File: config.mk
export PLATFORM = sky130hd
export DESIGN_NAME = gat_layer_scheduler
export DESIGN_NICKNAME = d
export VERILOG_FILES = /design/src/rtl/gat_layer_scheduler.sv
export SDC_FILE = /design/constraint.sdc
export NUM_CORES = 1
export LEC_CHECK = 0
export ABC_AREA = 1
export CAP_MARGIN = 10
export CORE_MARGIN = 4
export CORE_UTILIZATION = 58
export DETAILED_ROUTE_END_ITERATION = 12
export GPL_ROUTABILITY_DRIVEN = 0
export PLACE_DENSITY = 0.88
export SLEW_MARGIN = 20
export SYNTH_ARGS = -nofsm -noshare
export SYNTH_HDL_FRONTEND = slang
export SYNTH_SLANG_ARGS = --single-unit
File: constraint.sdc
create_clock -name clk -period 2.2 [get_ports clk]
set_input_delay 0.33 -clock clk [delete_from_list [all_inputs] [get_ports clk]]
set_output_delay 0.33 -clock clk [all_outputs]
set_load 0.1 [all_outputs]
File: src/rtl/gat_layer_scheduler.sv
// Layer sequencer for the GAT core: waits for BRAM loads, launches each layer,
// waits for core completion, and reports busy/done/timeout plus a run cycle count.
module gat_layer_scheduler #(
  parameter int NUM_LAYERS     = 2,
  parameter int TIMEOUT_CYCLES = 16777216,
  parameter int CYC_CNT_W      = 32,
  parameter int TMO_W          = 25
) (
  input  logic                 clk,
  input  logic                 rst_n,
  input  logic                 host_start,
  input  logic                 host_clear,
  input  logic                 h_data_bram_load_done,
  input  logic                 h_node_info_bram_load_done,
  input  logic                 wgt_bram_load_done,
  input  logic                 core_ready,
  output logic                 gat_layer,
  output logic                 core_start,
  output logic                 wgt_reload_req,
  output logic                 busy,
  output logic                 done,
  output logic                 err_timeout,
  output logic                 layer_idx,
  output logic [CYC_CNT_W-1:0] run_cycles
);

  typedef enum logic [2:0] {
    S_IDLE, S_WAIT_LOAD, S_START, S_RUN, S_NEXT, S_DONE, S_ERR
  } state_t;

  localparam logic [TMO_W-1:0]     TMO_LAST   = TMO_W'(TIMEOUT_CYCLES - 1);
  localparam logic [CYC_CNT_W-1:0] CYC_MAX    = '1;
  localparam logic                 LAST_LAYER = 1'(NUM_LAYERS - 1);

  state_t                 r_state;
  logic                   r_gat_layer;
  logic                   r_core_start;
  logic                   r_wgt_reload_req;
  logic                   r_busy;
  logic                   r_done;
  logic                   r_err_timeout;
  logic                   r_layer_idx;
  logic [CYC_CNT_W-1:0]   r_run_cycles;
  logic [TMO_W-1:0]       r_wd;
  logic                   r_wgt_arm;
  logic                   r_rdy_arm;

  logic w_h_loaded;
  logic w_loads_ok;
  logic w_active;

  assign w_h_loaded = h_data_bram_load_done & h_node_info_bram_load_done;
  // Later layers need a fresh low->high on the weight flag, not the stale high
  // left over from the previous layer's load.
  assign w_loads_ok = w_h_loaded & wgt_bram_load_done &
                      ((r_layer_idx == 1'b0) | r_wgt_arm);
  assign w_active   = (r_state == S_WAIT_LOAD) | (r_state == S_START) |
                      (r_state == S_RUN)       | (r_state == S_NEXT);

  always_ff @(posedge clk or negedge rst_n) begin
    if (!rst_n) begin
      r_state          <= S_IDLE;
      r_gat_layer      <= 1'b0;
      r_core_start     <= 1'b0;
      r_wgt_reload_req <= 1'b0;
      r_busy           <= 1'b0;
      r_done           <= 1'b0;
      r_err_timeout    <= 1'b0;
      r_layer_idx      <= 1'b0;
      r_run_cycles     <= '0;
      r_wd             <= '0;
      r_wgt_arm        <= 1'b0;
      r_rdy_arm        <= 1'b0;
    end else if (host_clear) begin
      r_state          <= S_IDLE;
      r_gat_layer      <= 1'b0;
      r_core_start     <= 1'b0;
      r_wgt_reload_req <= 1'b0;
      r_busy           <= 1'b0;
      r_done           <= 1'b0;
      r_err_timeout    <= 1'b0;
      r_layer_idx      <= 1'b0;
      r_run_cycles     <= '0;
      r_wd             <= '0;
      r_wgt_arm        <= 1'b0;
      r_rdy_arm        <= 1'b0;
    end else begin
      r_core_start <= 1'b0;
      if (w_active && (r_run_cycles != CYC_MAX))
        r_run_cycles <= r_run_cycles + 1'b1;

      case (r_state)
        S_IDLE, S_DONE, S_ERR: begin
          if (host_start) begin
            r_state          <= S_WAIT_LOAD;
            r_layer_idx      <= 1'b0;
            r_gat_layer      <= 1'b0;
            r_run_cycles     <= '0;
            r_done           <= 1'b0;
            r_err_timeout    <= 1'b0;
            r_busy           <= 1'b1;
            r_wgt_arm        <= 1'b0;
            r_wgt_reload_req <= 1'b0;
          end
        end
        S_WAIT_LOAD: begin
          if ((r_layer_idx != 1'b0) && !wgt_bram_load_done)
            r_wgt_arm <= 1'b1;
          if (w_loads_ok) begin
            r_state          <= S_START;
            r_core_start     <= 1'b1;
            r_wgt_reload_req <= 1'b0;
          end
        end
        S_START: begin
          r_wd      <= '0;
          r_rdy_arm <= 1'b0;
          r_state   <= S_RUN;
        end
        S_RUN: begin
          // Completion is checked first so it beats a coincident timeout.
          if (r_rdy_arm && core_ready) begin
            r_state <= S_NEXT;
          end else if (r_wd == TMO_LAST) begin
            r_state       <= S_ERR;
            r_err_timeout <= 1'b1;
            r_busy        <= 1'b0;
          end else begin
            r_wd <= r_wd + 1'b1;
            if (!core_ready) r_rdy_arm <= 1'b1;
          end
        end
        S_NEXT: begin
          if (r_layer_idx == LAST_LAYER) begin
            r_state <= S_DONE;
            r_done  <= 1'b1;
            r_busy  <= 1'b0;
          end else begin
            r_state          <= S_WAIT_LOAD;
            r_layer_idx      <= r_layer_idx + 1'b1;
            r_gat_layer      <= r_layer_idx + 1'b1;
            r_wgt_arm        <= 1'b0;
            r_wgt_reload_req <= 1'b1;
          end
        end
        default: r_state <= S_IDLE;
      endcase
    end
  end

  assign gat_layer      = r_gat_layer;
  assign core_start     = r_core_start;
  assign wgt_reload_req = r_wgt_reload_req;
  assign busy           = r_busy;
  assign done           = r_done;
  assign err_timeout    = r_err_timeout;
  assign layer_idx      = r_layer_idx;
  assign run_cycles     = r_run_cycles;

endmodule

# == Yosys cells after proc, flatten, opt, wreduce, memory -nomap -nowiden ==
# Cells that the tools add are included.
# word_totals
register_bits,69
input_bits,8
output_inout_bits,39
wordCells,113
# op_classes
addsub,3
n_eq_ne,18
mux,51
n_bitwise,8
reduce_logical,21
# op_table
operator,n
$mux 32,4
$mux 25,3
$pmux 25 s2,1
$add 32x1->32 const B,1
$ne 32x32->1 const B,1
$mux 1,28
$add 25x1->25 const B,1
$eq 25x24->1 const B,1
$ne 3x3->1 const B,7
$mux 3,6
$reduce_and 4->1,4
$pmux 3 s5,1
$reduce_and 3->1,4
$pmux 1 s2,5
$eq 3x3->1 const B,3
$pmux 1 s3,3
$reduce_bool 3->1,3
$reduce_bool 4->1,2
$eq 3x2->1 const B,2
$ne 3x2->1 const B,2
$reduce_and 5->1,1
$ne 4x2->1 const B,1
$or 1x1->1,4
$and 1x1->1,3
8 further kinds,10

# == Logic depth before layout (Yosys ltp) ==
# Gate-level depths: netlist of run 1.
# depth
depth_word,9
depth_mapped,12
mapped_depth_nobuf,12

# == Worst setup path after synthesis of run 1 ==
# Ideal clock, no wire load.
# synth_path
path_kind,flip-flop to flip-flop
from,register r_run_cycles[0] (netlist: run_cycles[0])
to,register r_run_cycles[20] (netlist: run_cycles[20])
arrival_time_ns,2.296
required_ns,2.079
setup_slack_ns,-0.217
stages_incl_launch_ff,11
period_less_slack_ns,2.417
path_cell_list,dfrtp_1 -> ha_1 -> nand3_1 -> nor2_1 -> nand2_1 -> nor2_1 -> nand3_1 -> nor2_1 -> nand2_1 -> nand2_1 -> nor2_1
# synth_between
elab_chain_cells,6
# synth_rtl
item,line,text
start: declaration,43,logic [CYC_CNT_W-1:0] r_run_cycles;
start signal: assignment,90,r_run_cycles <= r_run_cycles + 1'b1;
branches (longest 2 deep; another with $add 32x1->32),--,
$mux 32 (*),89,if (w_active && (r_run_cycles != CYC_MAX))
$mux 32,94,if (host_start) begin
$mux 32 (*),92,case (r_state)
$mux 32 (*),74,end else if (host_clear) begin
# Mark *: on every way between the ends.
# A chain may end at the register's enable or synchronous reset.

# == Worst setup path in the final report of run 1 ==
# layout_path
from,register r_run_cycles[0] (netlist: run_cycles[0])
to,register r_run_cycles[22] (netlist: run_cycles[22])
# Same word-level chain as after synthesis.

==> run metrics, run 1 <==
Remaining DRCs=0; Routed Antenna Nets=0; sequential fraction of the synthesis area=36.2%; area added between synthesis and finish=15.0%; crit-path cells=ha_1, nand3_1, nor2_1, nand2_1, nor2_2, nand3_1, nor2_1, nand2_1, nand2_1, nor2_1; die area=9740 um2; Max VDD drop=702 uV; Arr. time, crit path=2.22 ns; number of flops mapped to enable cells by yosys=0; clk_lat worst skew=0.35 ns; Num CTS Buffers=9; syn avg cell area=6.82 um2; WL final=12100 um; Synth Area in Compound Gates=9.42%; fin cells=859; CTS root buf=clkbuf_8; Max-Cap Viols=0; CP endpoint=run_cycles[22]$_DFF_PN0_; CP required=2.44 ns; WS Path Type=reg -> reg; Final period util=89.8%; Worst slew margin=44.6%; crit-path max FO=6; Post-CTS Setup Inserts=0; Period minus WS final=1.98 ns; clock buffer depth=2; pwr dens=956 nW/um2; CTS H-tree lvls=3; share of synthesized registers carrying an async set or reset=100%; Mapped Area=4770 um2; Min-Delay Path Class=in -> async; Final Max Tran Viols=0; CTS tree=done; crit path from=run_cycles[0]$_DFF_PN0_; antenna fix cells=0; Initial Utilization=60.8%; GRT Residual Overflow=0; final hold vios=0; setup repair after global routing missed its margin=false; fin nets=762; Synth Area in Simple Gates=43.8%; main combinational cell family by area after synthesis=simple AND/OR/NAND/NOR gates; PortBufs=46; Seq cells post-synth=69; Vias=4787; GRT Total Usage=25.7%; Hold Slack=0.0848 ns; status=completed; cell family with most CP delay=simple AND/OR/NAND/NOR gates; slowest stage delay, CP=0.42 ns; reg2reg setup slack=0.22 ns; Post-Synth XOR/XNOR Area=1.65%; Netlist cell types=39; DRT Pass-1 Iters=5; setup TNS=0 ns; initial antenna violation count=0; Worst setup SP type=flip-flop; DR vias/cell=5.57; Final setup viols=0; Detailed Place HPWL=8960 um; r2r endpoint=run_cycles[22]$_DFF_PN0_; Die W=98.7 um; nature of the critical path endpoint=flip-flop; largest net degree at the start of global routing=36; Clock Sinks=69; CP max stage cell=dfrtp_2; Crit path depth=10; Peak Freq=506 MHz; post-synthesis cell count=699; Synthesis Warnings=0; number of global-route vias before repair=4568; site row count=32; 1st-iter DRT viols=364; Top Ports=47; Post-synth top flop=dfrtp_1; post-DR wirelength/cell=14.1 um; mux share of post-synthesis cell area=0%; clock skew=0.00699 ns; share of layout cells above drive strength 1=18.1%; Inst Count DP=843; worst r2r path cells=10; reg2reg start=run_cycles[0]$_DFF_PN0_; post-synth net total=709; core footprint=7850 um2; clock transition at the registers of the reported paths=0.08 ns; CP Buf/Inv Count=0; Die Span Y=98.7 um; Worst-Margin Slew=0.831 ns; P_leak=2.39 nW; global-route wire length before repair=20900 um; Post-Synth Adder-Cell Area=0.525%
## kinds of logic (layout without fill, tap and decap cells)
logic type | count (synthesis) | count (layout)
simple gates | 466 | 466
buf+inv | 84 | 142
compound gates | 69 | 69
flops | 69 | 69
xor+xnor | 9 | 9
fa+ha+maj | 2 | 2
## timing repair
| item | CTS | global route |
|---|---|---|
| hold endpoints to repair | 0 | 0 |
| resized for setup | 0 | 3 |
| setup endpoints to repair | 0 | 15 |
| hold buffers | 0 | 0 |
## sequential cells by signal, summed over array words and instances (netlist names)
register        flops
r_rdy_arm           1
done                1
r_wgt_arm           1
r_state             3
gat_layer           1
layer_idx           1
run_cycles         32
err_timeout         1
busy                1
r_wd               25
core_start          1
wgt_reload_req      1
## stage by stage
step | power [mW] | cell area (um2) | util (%) | worst slack, ns
2_1_floorplan | 3.55 | 4780 | - | 0.00627
3_3_place_gp | 3.92 | 5240 | 66.8 | 0.280
3_5_place_dp | 3.97 | 5240 | 66.8 | 0.180
4_1_cts | 5.24 | 5480 | 69.8 | 0.157
5_1_grt | 5.53 | 5480 | 69.9 | 0.0252
6_report | 5.24 | 5480 | 69.9 | 0.224
## Yosys cell counts, types with 5 or more instances
master / n / area share (%)
a21oi_1: 17 / 1.8
nand3_1: 40 / 4.2
nand2_2: 17 / 2.2
o21ai_0: 7 / 0.73
nor3_1: 15 / 1.6
inv_2: 6 / 0.47
xor2_1: 5 / 0.92
o21ai_1: 13 / 1.4
nand2_1: 216 / 17
dfrtp_1: 69 / 36
o21bai_1: 11 / 1.7
nand4_1: 25 / 3.3
nor2_2: 6 / 0.79
o21ai_2: 15 / 2.8
inv_1: 62 / 4.9
nor2_1: 127 / 10
## cell usage in the layout (no fill, tap or decap), types with 4 or more instances in the layout
cell type / count
clkbuf_8: 9
inv_2: 5
xor2_1: 5
nand2_2: 17
buf_4: 49
nand3_1: 40
a21oi_1: 17
clkdlybuf4s50_1: 6
nand4_1: 25
nor2_1: 126
o21ai_2: 15
o21bai_1: 11
inv_1: 62
nor2_2: 7
xnor2_1: 4
nand2_1: 216
dfrtp_2: 10
nor3_1: 15
o21ai_0: 7
dfrtp_1: 59
o21ai_1: 13
## how the worst min path moves through the flow
| stage | start | endpoint | slack [ns] | depth (start not counted) |
|---|---|---|---|---|
| 4_1_cts | rst_n | run_cycles[5]$_DFF_PN0_ | 0.12 | 1 |
| 5_1_grt | rst_n | run_cycles[5]$_DFF_PN0_ | 0.16 | 1 |
| 3_3_place_gp | wgt_reload_req$_DFFE_PN0P_ | wgt_reload_req$_DFFE_PN0P_ | 0.46 | 2 |
| 6_report | rst_n | run_cycles[29]$_DFF_PN0_ | 0.08 | 1 |
| 2_1_floorplan | rst_n | busy$_DFFE_PN0P_ | 0.03 | 0 |
| 3_5_place_dp | rst_n | run_cycles[8]$_DFF_PN0_ | 0.48 | 1 |
## metal layers
metal,vias to the layer above,track usage (%),wire (um)
met5,-,0,0
met4,0,10.1,276
met3,30,4.18,857
met2,183,43.9,6020
met1,2223,32.5,4920
li1,2351,-,-
## where the power goes
group | leakage [nW] | internal, mW | switching, mW
clock | 0.116 | 0.753 | 0.503
sequential | 0.931 | 1.42 | 0.211
combinational | 1.35 | 0.565 | 1.79
total | 2.39 | 2.73 | 2.51
## cell type report
type | count | area, um2
clock buffers | 10 | 128
clock inverters | 6 | 111
fillers | 653 | 2360
inverters | 68 | 258
multi-input cells | 546 | 2650
flip-flops and latches | 69 | 1740
well taps | 102 | 128
repair buffers | 58 | 473
Power figures use the tool's default switching activity.
==> run 2, diff against run 1 <==
--- a/config.mk
+++ b/config.mk
@@ -12,7 +12,7 @@
 export DETAILED_ROUTE_END_ITERATION = 12
 export GPL_ROUTABILITY_DRIVEN = 0
 export PLACE_DENSITY = 0.88
-export SLEW_MARGIN = 20
+export SLEW_MARGIN = 5
 export SYNTH_ARGS = -nofsm -noshare
 export SYNTH_HDL_FRONTEND = slang
 export SYNTH_SLANG_ARGS = --single-unit
==> results of run 2 <==
Final layout, timing and power as in run 1 (identical DEF).
==> run 3, diff against run 2 <==
--- a/config.mk
+++ b/config.mk
@@ -9,6 +9,7 @@
 export CAP_MARGIN = 10
 export CORE_MARGIN = 4
 export CORE_UTILIZATION = 58
+export CTS_CLUSTER_SIZE = 16
 export DETAILED_ROUTE_END_ITERATION = 12
 export GPL_ROUTABILITY_DRIVEN = 0
 export PLACE_DENSITY = 0.88
==> results of run 3 <==
Final layout, timing and power as in run 1 (identical DEF).
